File: src/rtl/mult_div_unit.sv
// Multicycle multiply/divide unit feeding the HI/LO register sources.
// Signed multiply uses radix-2 Booth; unsigned multiply uses the same Booth
// datapath and adds a final correction in FIX. Division is restoring on operand
// magnitudes, with signs applied in FIX. Both share one iteration counter.
// Optional feature: define MDU_HILO_WRITE_EN to add hi_we/lo_we/wdata (mthi/mtlo).
// WIDTH must be >= 4 and 2**CNT_W must exceed WIDTH.
module mult_div_unit #(
    parameter int unsigned WIDTH = 32,
    parameter int unsigned CNT_W = 6
) (
    input  logic             clk,
    input  logic             reset,
    input  logic             start,
    input  logic             op,
    input  logic             is_signed,
    input  logic [WIDTH-1:0] a,
    input  logic [WIDTH-1:0] b,
`ifdef MDU_HILO_WRITE_EN
    input  logic             hi_we,
    input  logic             lo_we,
    input  logic [WIDTH-1:0] wdata,
`endif
    output logic             busy,
    output logic             done,
    output logic             div_zero,
    output logic [WIDTH-1:0] hi,
    output logic [WIDTH-1:0] lo
);

    typedef enum logic [1:0] {StIdle, StRun, StFix} state_e;

    state_e           state_q;
    logic [CNT_W-1:0] count_q;
    logic             op_q;
    logic             sgn_q;
    logic             qneg_q;    // quotient must be negated
    logic             rneg_q;    // remainder must be negated (dividend was negative)
    logic             q1_q;      // Booth q(-1) bit; holds a[WIDTH-1] after the last step
    // Mult: Booth partial product P with two guard bits. Div: remainder in [WIDTH:0].
    logic [WIDTH+1:0] acc_hi_q;
    // Mult: shifting multiplier / low product. Div: dividend shifting into quotient.
    logic [WIDTH-1:0] acc_lo_q;
    // Mult: multiplicand extended per signedness. Div: divisor magnitude.
    logic [WIDTH:0]   opnd_q;

    logic             a_neg;
    logic             b_neg;
    logic [WIDTH-1:0] a_mag;
    logic [WIDTH-1:0] b_mag;
    logic [WIDTH+1:0] b_ext;
    logic [WIDTH+1:0] booth_sum;
    logic [WIDTH+1:0] mul_hi_nx;
    logic [WIDTH-1:0] mul_lo_nx;
    logic [WIDTH:0]   div_shift;
    logic [WIDTH:0]   div_trial;
    logic [WIDTH:0]   rem_nx;
    logic [WIDTH-1:0] quo_nx;
    logic [WIDTH-1:0] mul_hi_fix;
    logic [WIDTH-1:0] quo_fix;
    logic [WIDTH-1:0] rem_fix;

    // Operand magnitudes and signs for the divider, taken at the start edge.
    always_comb begin
        a_neg = is_signed & a[WIDTH-1];
        b_neg = is_signed & b[WIDTH-1];
        a_mag = a_neg ? (~a + 1'b1) : a;
        b_mag = b_neg ? (~b + 1'b1) : b;
    end

    // One Booth step and one restoring-divide step, plus the FIX-cycle results.
    always_comb begin
        b_ext = {opnd_q[WIDTH], opnd_q};
        case ({acc_lo_q[0], q1_q})
            2'b01:   booth_sum = acc_hi_q + b_ext;
            2'b10:   booth_sum = acc_hi_q - b_ext;
            default: booth_sum = acc_hi_q;
        endcase
        mul_hi_nx = {booth_sum[WIDTH+1], booth_sum[WIDTH+1:1]};
        mul_lo_nx = {booth_sum[0], acc_lo_q[WIDTH-1:1]};

        // Remainder stays below the divisor, so the trial difference fits WIDTH+1 bits.
        div_shift = {acc_hi_q[WIDTH-1:0], acc_lo_q[WIDTH-1]};
        div_trial = div_shift - opnd_q;
        if (!div_trial[WIDTH]) begin
            rem_nx = div_trial;
            quo_nx = {acc_lo_q[WIDTH-2:0], 1'b1};
        end else begin
            rem_nx = div_shift;
            quo_nx = {acc_lo_q[WIDTH-2:0], 1'b0};
        end

        // Booth treats the multiplier as signed; for unsigned with MSB set add b<<WIDTH back.
        mul_hi_fix = acc_hi_q[WIDTH-1:0] + ((!sgn_q && q1_q) ? opnd_q[WIDTH-1:0] : '0);
        quo_fix    = qneg_q ? (~acc_lo_q + 1'b1) : acc_lo_q;
        rem_fix    = rneg_q ? (~acc_hi_q[WIDTH-1:0] + 1'b1) : acc_hi_q[WIDTH-1:0];
    end

    // Control FSM, iteration registers and registered outputs.
    always_ff @(posedge clk or negedge reset) begin
        if (!reset) begin
            state_q  <= StIdle;
            count_q  <= '0;
            op_q     <= 1'b0;
            sgn_q    <= 1'b0;
            qneg_q   <= 1'b0;
            rneg_q   <= 1'b0;
            q1_q     <= 1'b0;
            acc_hi_q <= '0;
            acc_lo_q <= '0;
            opnd_q   <= '0;
            busy     <= 1'b0;
            done     <= 1'b0;
            div_zero <= 1'b0;
            hi       <= '0;
            lo       <= '0;
        end else begin
            done     <= 1'b0;
            div_zero <= 1'b0;
            unique case (state_q)
                StIdle: begin
`ifdef MDU_HILO_WRITE_EN
                    if (hi_we) hi <= wdata;
                    if (lo_we) lo <= wdata;
`endif
                    if (start) begin
                        if (op && (b == '0)) begin
                            done     <= 1'b1;
                            div_zero <= 1'b1;
                        end else begin
                            state_q  <= StRun;
                            busy     <= 1'b1;
                            count_q  <= '0;
                            op_q     <= op;
                            sgn_q    <= is_signed;
                            q1_q     <= 1'b0;
                            acc_hi_q <= '0;
                            if (op) begin
                                acc_lo_q <= a_mag;
                                opnd_q   <= {1'b0, b_mag};
                                rneg_q   <= a_neg;
                                qneg_q   <= a_neg ^ b_neg;
                            end else begin
                                acc_lo_q <= a;
                                opnd_q   <= {is_signed & b[WIDTH-1], b};
                                rneg_q   <= 1'b0;
                                qneg_q   <= 1'b0;
                            end
                        end
                    end
                end
                StRun: begin
                    count_q <= count_q + 1'b1;
                    if (op_q) begin
                        acc_hi_q <= {1'b0, rem_nx};
                        acc_lo_q <= quo_nx;
                    end else begin
                        acc_hi_q <= mul_hi_nx;
                        acc_lo_q <= mul_lo_nx;
                        q1_q     <= acc_lo_q[0];
                    end
                    if (count_q == CNT_W'(WIDTH - 1)) state_q <= StFix;
                end
                StFix: begin
                    state_q <= StIdle;
                    busy    <= 1'b0;
                    done    <= 1'b1;
                    if (op_q) begin
                        hi <= rem_fix;
                        lo <= quo_fix;
                    end else begin
                        hi <= mul_hi_fix;
                        lo <= acc_lo_q;
                    end
                end
                default: state_q <= StIdle;
            endcase
        end
    end

endmodule
File: config.mk
export PLATFORM = sky130hd
export DESIGN_NAME = mult_div_unit
export DESIGN_NICKNAME = d
export VERILOG_FILES = /design/src/rtl/mult_div_unit.sv
export SDC_FILE = /design/constraint.sdc
export NUM_CORES = 1
export LEC_CHECK = 0
export BUFFER_PORTS_ARGS = -buffer_cell sky130_fd_sc_hd__buf_2
export CAP_MARGIN = 20
export CORE_ASPECT_RATIO = 1.5
export CORE_MARGIN = 1
export CORE_UTILIZATION = 40
export CTS_BUF_LIST = sky130_fd_sc_hd__clkbuf_8
export DETAILED_ROUTE_END_ITERATION = 8
export PLACE_DENSITY = 0.58
export SYNTH_ARGS = -nofsm -noshare
export SYNTH_HDL_FRONTEND = slang
export SYNTH_SLANG_ARGS = --single-unit
File: constraint.sdc
create_clock -name clk -period 5.08 [get_ports clk]
set_clock_uncertainty 0.1 [all_clocks]
set_input_delay 0.508 -clock clk [delete_from_list [all_inputs] [get_ports clk]]
set_output_delay 0.508 -clock clk [all_outputs]
set_load 0.01 [all_outputs]
== Yosys cells after proc, flatten, opt, wreduce, memory -nomap -nowiden ==
Index checks and enable logic that the tools add are counted.

* Reduce and logical (&&, ||, !) cells: 12
* Bitwise operators: 8
* $add $sub $neg: 9
* Mux-type cells: 40
* Eq/ne operators: 9

{| class="wikitable"
|+ Operator list
! cell !! number
|-
| 2-to-1 mux 32 bit || 11
|-
| case mux 34 bit (2 select lines) || 2
|-
| adder 32 x 1 -> 32 bit (second input constant) || 4
|-
| inverter 32 bit || 4
|-
| 2-to-1 mux 34 bit || 3
|-
| 2-to-1 mux 33 bit || 2
|-
| case mux 32 bit (2 select lines) || 1
|-
| adder 34 bit || 1
|-
| subtractor 34 bit || 1
|-
| subtractor 33 bit || 1
|-
| adder 32 bit || 1
|-
| zero test 32 bit || 1
|-
| 2-to-1 mux 6 bit || 2
|-
| case mux 6 bit (2 select lines) || 1
|-
| AND reduction 3 bit || 4
|-
| 2-to-1 mux 1 bit || 11
|-
| != test 2 bit (second input constant) || 4
|-
| adder 6 x 1 -> 6 bit (second input constant) || 1
|-
| equality test 6 x 5 -> 1 bit (second input constant) || 1
|-
| 2-to-1 mux 2 bit || 3
|-
| case mux 1 bit (2 select lines) || 3
|-
| equality test 2 x 1 -> 1 bit (second input constant) || 2
|-
| equality test 2 bit (second input constant) || 2
|-
| case mux 2 bit (2 select lines) || 1
|-
| 8 further kinds || 11
|}

* Word-level logic and storage cells: 93
* Output and inout port bits: 67
* Flip-flop bits (word level): 179

== Logic depth before layout (Yosys ltp) ==
* Word-level depth: 7
* Depth in mapped cells: 20
* Depth with buffers taken out: 20

== Least setup slack after synthesis ==
No wires, ideal clock.

* Kind: register -> register
* Start point: reg q1_q
* End point: reg acc_hi_q[33]
* Data arrival time: 4.095 ns
* Period minus slack after synthesis: 4.316 ns
* Slack: 0.764 ns
* Cell stages (with the launch flop): 19
* Library setup time: 0.121 ns
* Data required time: 4.859 ns
* Cells stage by stage: dfrtp_1 > inv_1 > clkbuf_1 > ha_1 > clkbuf_1 > clkbuf_1 > mux2i_1 > ha_1 > nor2b_1 > o2111ai_1 > nand2_1 > a41oi_1 > o21ai_0 > a31oi_1 > o31ai_1 > a2111o_1 > o211ai_1 > xor2_1 > a22o_1

* Cells in the longest elaborated chain, start to end: 4

{| class="wikitable"
|+ Ends and longest elaborated chain
! item !! RTL line !! source
|-
| start: declaration || 38 || <nowiki>logic q1_q;</nowiki>
|-
| start signal: assignment || 159 || <nowiki>q1_q <= acc_lo_q[0];</nowiki>
|-
| equality test 2 bit / equality test 2 x 1 -> 1 bit (equally long branches) || 73 || <nowiki>case ({acc_lo_q[0], q1_q})</nowiki>
|-
| case mux 34 bit (2 select lines) (*) || 73 ||
|-
| 2-to-1 mux 34 bit (*) || 153 || <nowiki>if (op_q) begin</nowiki>
|-
| case mux 34 bit (2 select lines) (*) || 119 || <nowiki>unique case (state_q)</nowiki>
|-
| end signal: assignment || 154 || <nowiki>acc_hi_q <= {1'b0, rem_nx};</nowiki>
|-
| end signal: assignment || 157 || <nowiki>acc_hi_q <= mul_hi_nx;</nowiki>
|-
| end: declaration || 40 || <nowiki>logic [WIDTH+1:0] acc_hi_q;</nowiki>
|}

Every way passes the cells marked *; elsewhere a longest branch is shown, timed or not.
A chain may end at the register's enable or synchronous reset.

== Final worst setup path ==
* Start point: reg opnd_q[3]
* End point: reg acc_hi_q[33]

* Cells in the longest elaborated chain, start to end: 4

{| class="wikitable"
|+ Ends and longest elaborated chain
! item !! RTL line !! source
|-
| start: declaration || 44 || <nowiki>logic [WIDTH:0] opnd_q;</nowiki>
|-
| start signal: assignment || 139 || <nowiki>opnd_q <= {1'b0, b_mag};</nowiki>
|-
| start signal: assignment || 144 || <nowiki>opnd_q <= {is_signed & b[WIDTH-1], b};</nowiki>
|-
| subtractor 34 bit / adder 34 bit (equally long branches) || 75, 74 ||
|-
| case mux 34 bit (2 select lines) (*) || 73 ||
|-
| 2-to-1 mux 34 bit (*) || 153 ||
|-
| case mux 34 bit (2 select lines) (*) || 119 ||
|}

Marked as above.

==> impl_metrics.prom <==
# TYPE chip_impl_metric gauge
chip_impl_metric{name="dieHeight",unit="um"} 252
chip_impl_metric{name="grt_start_max_net_pins",unit=""} 92
chip_impl_info{name="layout.cells.most_common_list",value="225 x sky130_fd_sc_hd__a21oi_1, 211 x sky130_fd_sc_hd__nand2_1, 210 x sky130_fd_sc_hd__o21ai_0, 185 x sky130_fd_sc_hd__nor2_1, 178 x sky130_fd_sc_hd__dfrtp_1"} 1
chip_impl_info{name="cts_root_buf",value="sky130_fd_sc_hd__clkbuf_8"} 1
chip_impl_metric{name="timing.final.crit_share",unit=""} 0.926
chip_impl_metric{name="drt.antenna.violating_nets",unit=""} 0
chip_impl_metric{name="number_of_antenna_violations_at_the_first_check_in_global_routing",unit=""} 0
chip_impl_metric{name="initial_core_util",unit=""} 0.405
chip_impl_metric{name="drt-vias-per-instance",unit=""} 5.79
chip_impl_metric{name="cts_made_buffers",unit=""} 17
chip_impl_info{name="dominant_cells_by_area_after_synthesis",value="sky130_fd_sc_hd__dfrtp_1 27%, sky130_fd_sc_hd__xnor2_1 8.5%, sky130_fd_sc_hd__ha_1 7.7%, sky130_fd_sc_hd__a21oi_1 6.8%, sky130_fd_sc_hd__o21ai_0 6.3%"} 1
chip_impl_info{name="layout_commonest_cell",value="sky130_fd_sc_hd__a21oi_1"} 1
chip_impl_info{name="cp-end-kind",value="register"} 1
chip_impl_metric{name="grt_use_total",unit=""} 0.271
chip_impl_metric{name="synth-edff-count",unit=""} 0
chip_impl_metric{name="timing.max_cap.violations",unit=""} 0
chip_impl_metric{name="max-slew-margin-rel",unit=""} 0.339
chip_impl_metric{name="synthCells",unit=""} 2137
chip_impl_metric{name="postCtsResizedCells",unit=""} 0
chip_impl_metric{name="postSynth.asyncResetShare",unit=""} 1.00
chip_impl_metric{name="remaining_drc_errors",unit=""} 0
chip_impl_metric{name="route.vias.total",unit=""} 16073
chip_impl_info{name="status",value="complete, no violations"} 1
chip_impl_metric{name="slew_violations",unit=""} 0
chip_impl_metric{name="design.final.nets",unit=""} 2382
chip_impl_metric{name="critical_path_required",unit="ps"} 5460
chip_impl_metric{name="max-clock-path-buffers",unit=""} 2
chip_impl_metric{name="crit_fanout",unit=""} 7
chip_impl_metric{name="synth_area",unit="um2"} 16700
chip_impl_metric{name="clock_tree.htree_level_count",unit=""} 4
chip_impl_metric{name="number_of_cell_instances_on_the_worst_register_to_register_path",unit=""} 19
chip_impl_metric{name="synth_largest_type_area_fraction",unit=""} 0.269
chip_impl_metric{name="tightest_slew",unit="ps"} 989
chip_impl_metric{name="yosys.cell_types.count",unit=""} 82
chip_impl_metric{name="cp.arrival",unit="ps"} 5080
chip_impl_metric{name="ys_seq_area_frac",unit=""} 0.269
chip_impl_metric{name="die-width",unit="um"} 169
chip_impl_info{name="setup.worst_path.start_class",value="register"} 1
chip_impl_metric{name="final.min_clock_period",unit="ps"} 4700
chip_impl_metric{name="finalSetupViolCount",unit=""} 0
chip_impl_info{name="tritoncts",value="done"} 1
chip_impl_metric{name="clk_transition_reported_paths",unit="ps"} 110
chip_impl_info{name="hold_class",value="in2reg"} 1
chip_impl_metric{name="synth-warning-count",unit=""} 0
chip_impl_metric{name="drt_iter0_drc",unit=""} 873
chip_impl_metric{name="antenna_cells",unit=""} 0
chip_impl_info{name="setup.worst_path.class",value="reg2reg"} 1
chip_impl_metric{name="routabilityCongestion",unit=""} 0.952
chip_impl_metric{name="ys_seq_elements",unit=""} 179
chip_impl_metric{name="globalRouteOverflowTotal",unit=""} 0
chip_impl_metric{name="ios",unit=""} 136
chip_impl_metric{name="fin_util",unit=""} 0.446
chip_impl_metric{name="whs_path_depth",unit=""} 2
chip_impl_metric{name="synth_area_per_cell",unit="um2"} 7.80
chip_impl_metric{name="first_pass_grt_wire_length",unit="um"} 88300
chip_impl_info{name="synth_ff_type",value="sky130_fd_sc_hd__dfrtp_1"} 1
chip_impl_metric{name="fillCellCount",unit=""} 4292
chip_impl_metric{name="port_buffers",unit=""} 135
chip_impl_metric{name="core_region_area",unit="um2"} 41100
chip_impl_metric{name="synth.net_count",unit=""} 2312
chip_impl_metric{name="final-hold-violation-count",unit=""} 0
chip_impl_metric{name="design.die.area",unit="um2"} 42500
chip_impl_info{name="rsz_0062_raised_after_global_routing",value="no"} 1
chip_impl_metric{name="grt_pass1_vias",unit=""} 16314
chip_impl_metric{name="timing.setup.tns",unit="ps"} 0
chip_impl_metric{name="wl_per_cell",unit="um"} 20.4
chip_impl_metric{name="core.rowCount",unit=""} 91
chip_impl_metric{name="cts.sinks",unit=""} 179
chip_impl_metric{name="hpwlAfterDp",unit="um"} 44500
chip_impl_metric{name="clk_latency",unit="ps"} 540
chip_impl_metric{name="growth_of_design_area_from_synthesis_to_finish",unit="%"} 10.1
chip_impl_metric{name="routed_wirelength",unit="um"} 56500
chip_impl_metric{name="drtPass1Iterations",unit=""} 5
chip_impl_info{name="yosys.area.top_type",value="sky130_fd_sc_hd__dfrtp_1"} 1
chip_impl_metric{name="maxClockFrequency",unit="GHz"} 0.213
chip_impl_metric{name="final_layout_size_suffix_gt1_frac",unit=""} 0.110
## cell usage after synthesis (all sizes together), types with 13 or more instances
cell / number
a211oi: 49
a21o: 46
a21oi: 226
a31oi: 29
and2: 13
and3: 14
buf: 23
clkbuf: 108
dfrtp: 179
ha: 103
inv: 69
mux2i: 54
nand2: 211
nand2b: 29
nand3: 37
nand4: 13
nor2: 185
nor2b: 16
nor3: 58
nor4: 29
o21a: 17
o21ai: 213
o31ai: 28
xnor2: 162
xor2: 71
## flip-flops by register name, indices dropped and copies added (netlist names)
register	flops
acc_hi_q	34
acc_lo_q	32
busy	1
count_q	6
div_zero	1
done	1
hi	32
lo	32
op_q	1
opnd_q	33
q1_q	1
qneg_q	1
rneg_q	1
sgn_q	1
state_q	2
## path summary, 6_finish.rpt
path	startpoint	slack (ps)	to
max in group asynchronous	reset	3280	op_q
worst max-delay path	opnd_q[3]	380	acc_hi_q[33]
worst min register to register	hi[23]	370	hi[23]
min in group asynchronous	reset	510	lo[13]
worst min-delay path	op	170	opnd_q[32]
worst max register to register	opnd_q[3]	380	acc_hi_q[33]
## layer usage
| layer | vias up | share of wire | track usage |
|---|---|---|---|
| met5 | - | 0 | 0 |
| met4 | 0 | 0.084 | 0.217 |
| met3 | 198 | 0.026 | 0.0284 |
| met2 | 407 | 0.55 | 0.528 |
| met1 | 7671 | 0.34 | 0.252 |
| li1 | 7797 | - | - |
## kinds of logic (layout without fill, tap and decap cells)
group,Yosys count,count (layout),synth area share
AO/OA/AOI/OAI,709,709,0.260
XOR/XNOR,233,233,0.123
adder cells (fa/ha/maj),106,106,0.0810
buffers and inverters,200,283,0.0489
flip-flops,179,179,0.269
multiplexers,59,59,0.0358
AND/OR/NAND/NOR,651,651,0.183
## area by class of cell
class,instances,area [um2],area share
clock inverter,13,138,0.00750
clock buffer,19,262,0.0143
inverter,69,259,0.0141
timing repair buffer,182,1090,0.0597
sequential,179,4480,0.244
tap,558,698,0.0381
multi-input combinational,1758,11400,0.622
## per-stage QoR
stage	setup slack (ps)	hold slack (ps)	cells	area, um2
global route	44.5	145	2778	18300
floorplan	764	112	2137	16700
CTS	406	136	2777	18300
finish	377	171	2778	18300
global placement	532	350	2744	17900
detailed placement	448	356	2744	17900
## worst max-delay path: stages (launching register included)
cell,delay (ps)
sky130_fd_sc_hd__dfrtp_1,400
sky130_fd_sc_hd__inv_1,180
sky130_fd_sc_hd__nand3_1,160
sky130_fd_sc_hd__nand3b_1,210
sky130_fd_sc_hd__nor2_1,390
sky130_fd_sc_hd__and3_1,310
sky130_fd_sc_hd__nand2_1,120
sky130_fd_sc_hd__nor3_1,440
sky130_fd_sc_hd__a21oi_1,160
sky130_fd_sc_hd__xnor2_1,150
sky130_fd_sc_hd__ha_1,390
sky130_fd_sc_hd__a21o_1,210
sky130_fd_sc_hd__a21oi_1,140
sky130_fd_sc_hd__nor2_1,50
sky130_fd_sc_hd__nor3_1,180
sky130_fd_sc_hd__o31ai_1,160
sky130_fd_sc_hd__a2111o_1,430
sky130_fd_sc_hd__o211ai_1,110
sky130_fd_sc_hd__xor2_1,230
sky130_fd_sc_hd__a22o_1,150
## what timing repair did
item	in CTS	in global routing
hold buffers	1	0
endpoints found under the hold margin	85	0
buffers inserted	0	0
Power is left out: the tool's default activity adds up to more than one toggle a clock period on the data nets, which glitch-free logic cannot reach.
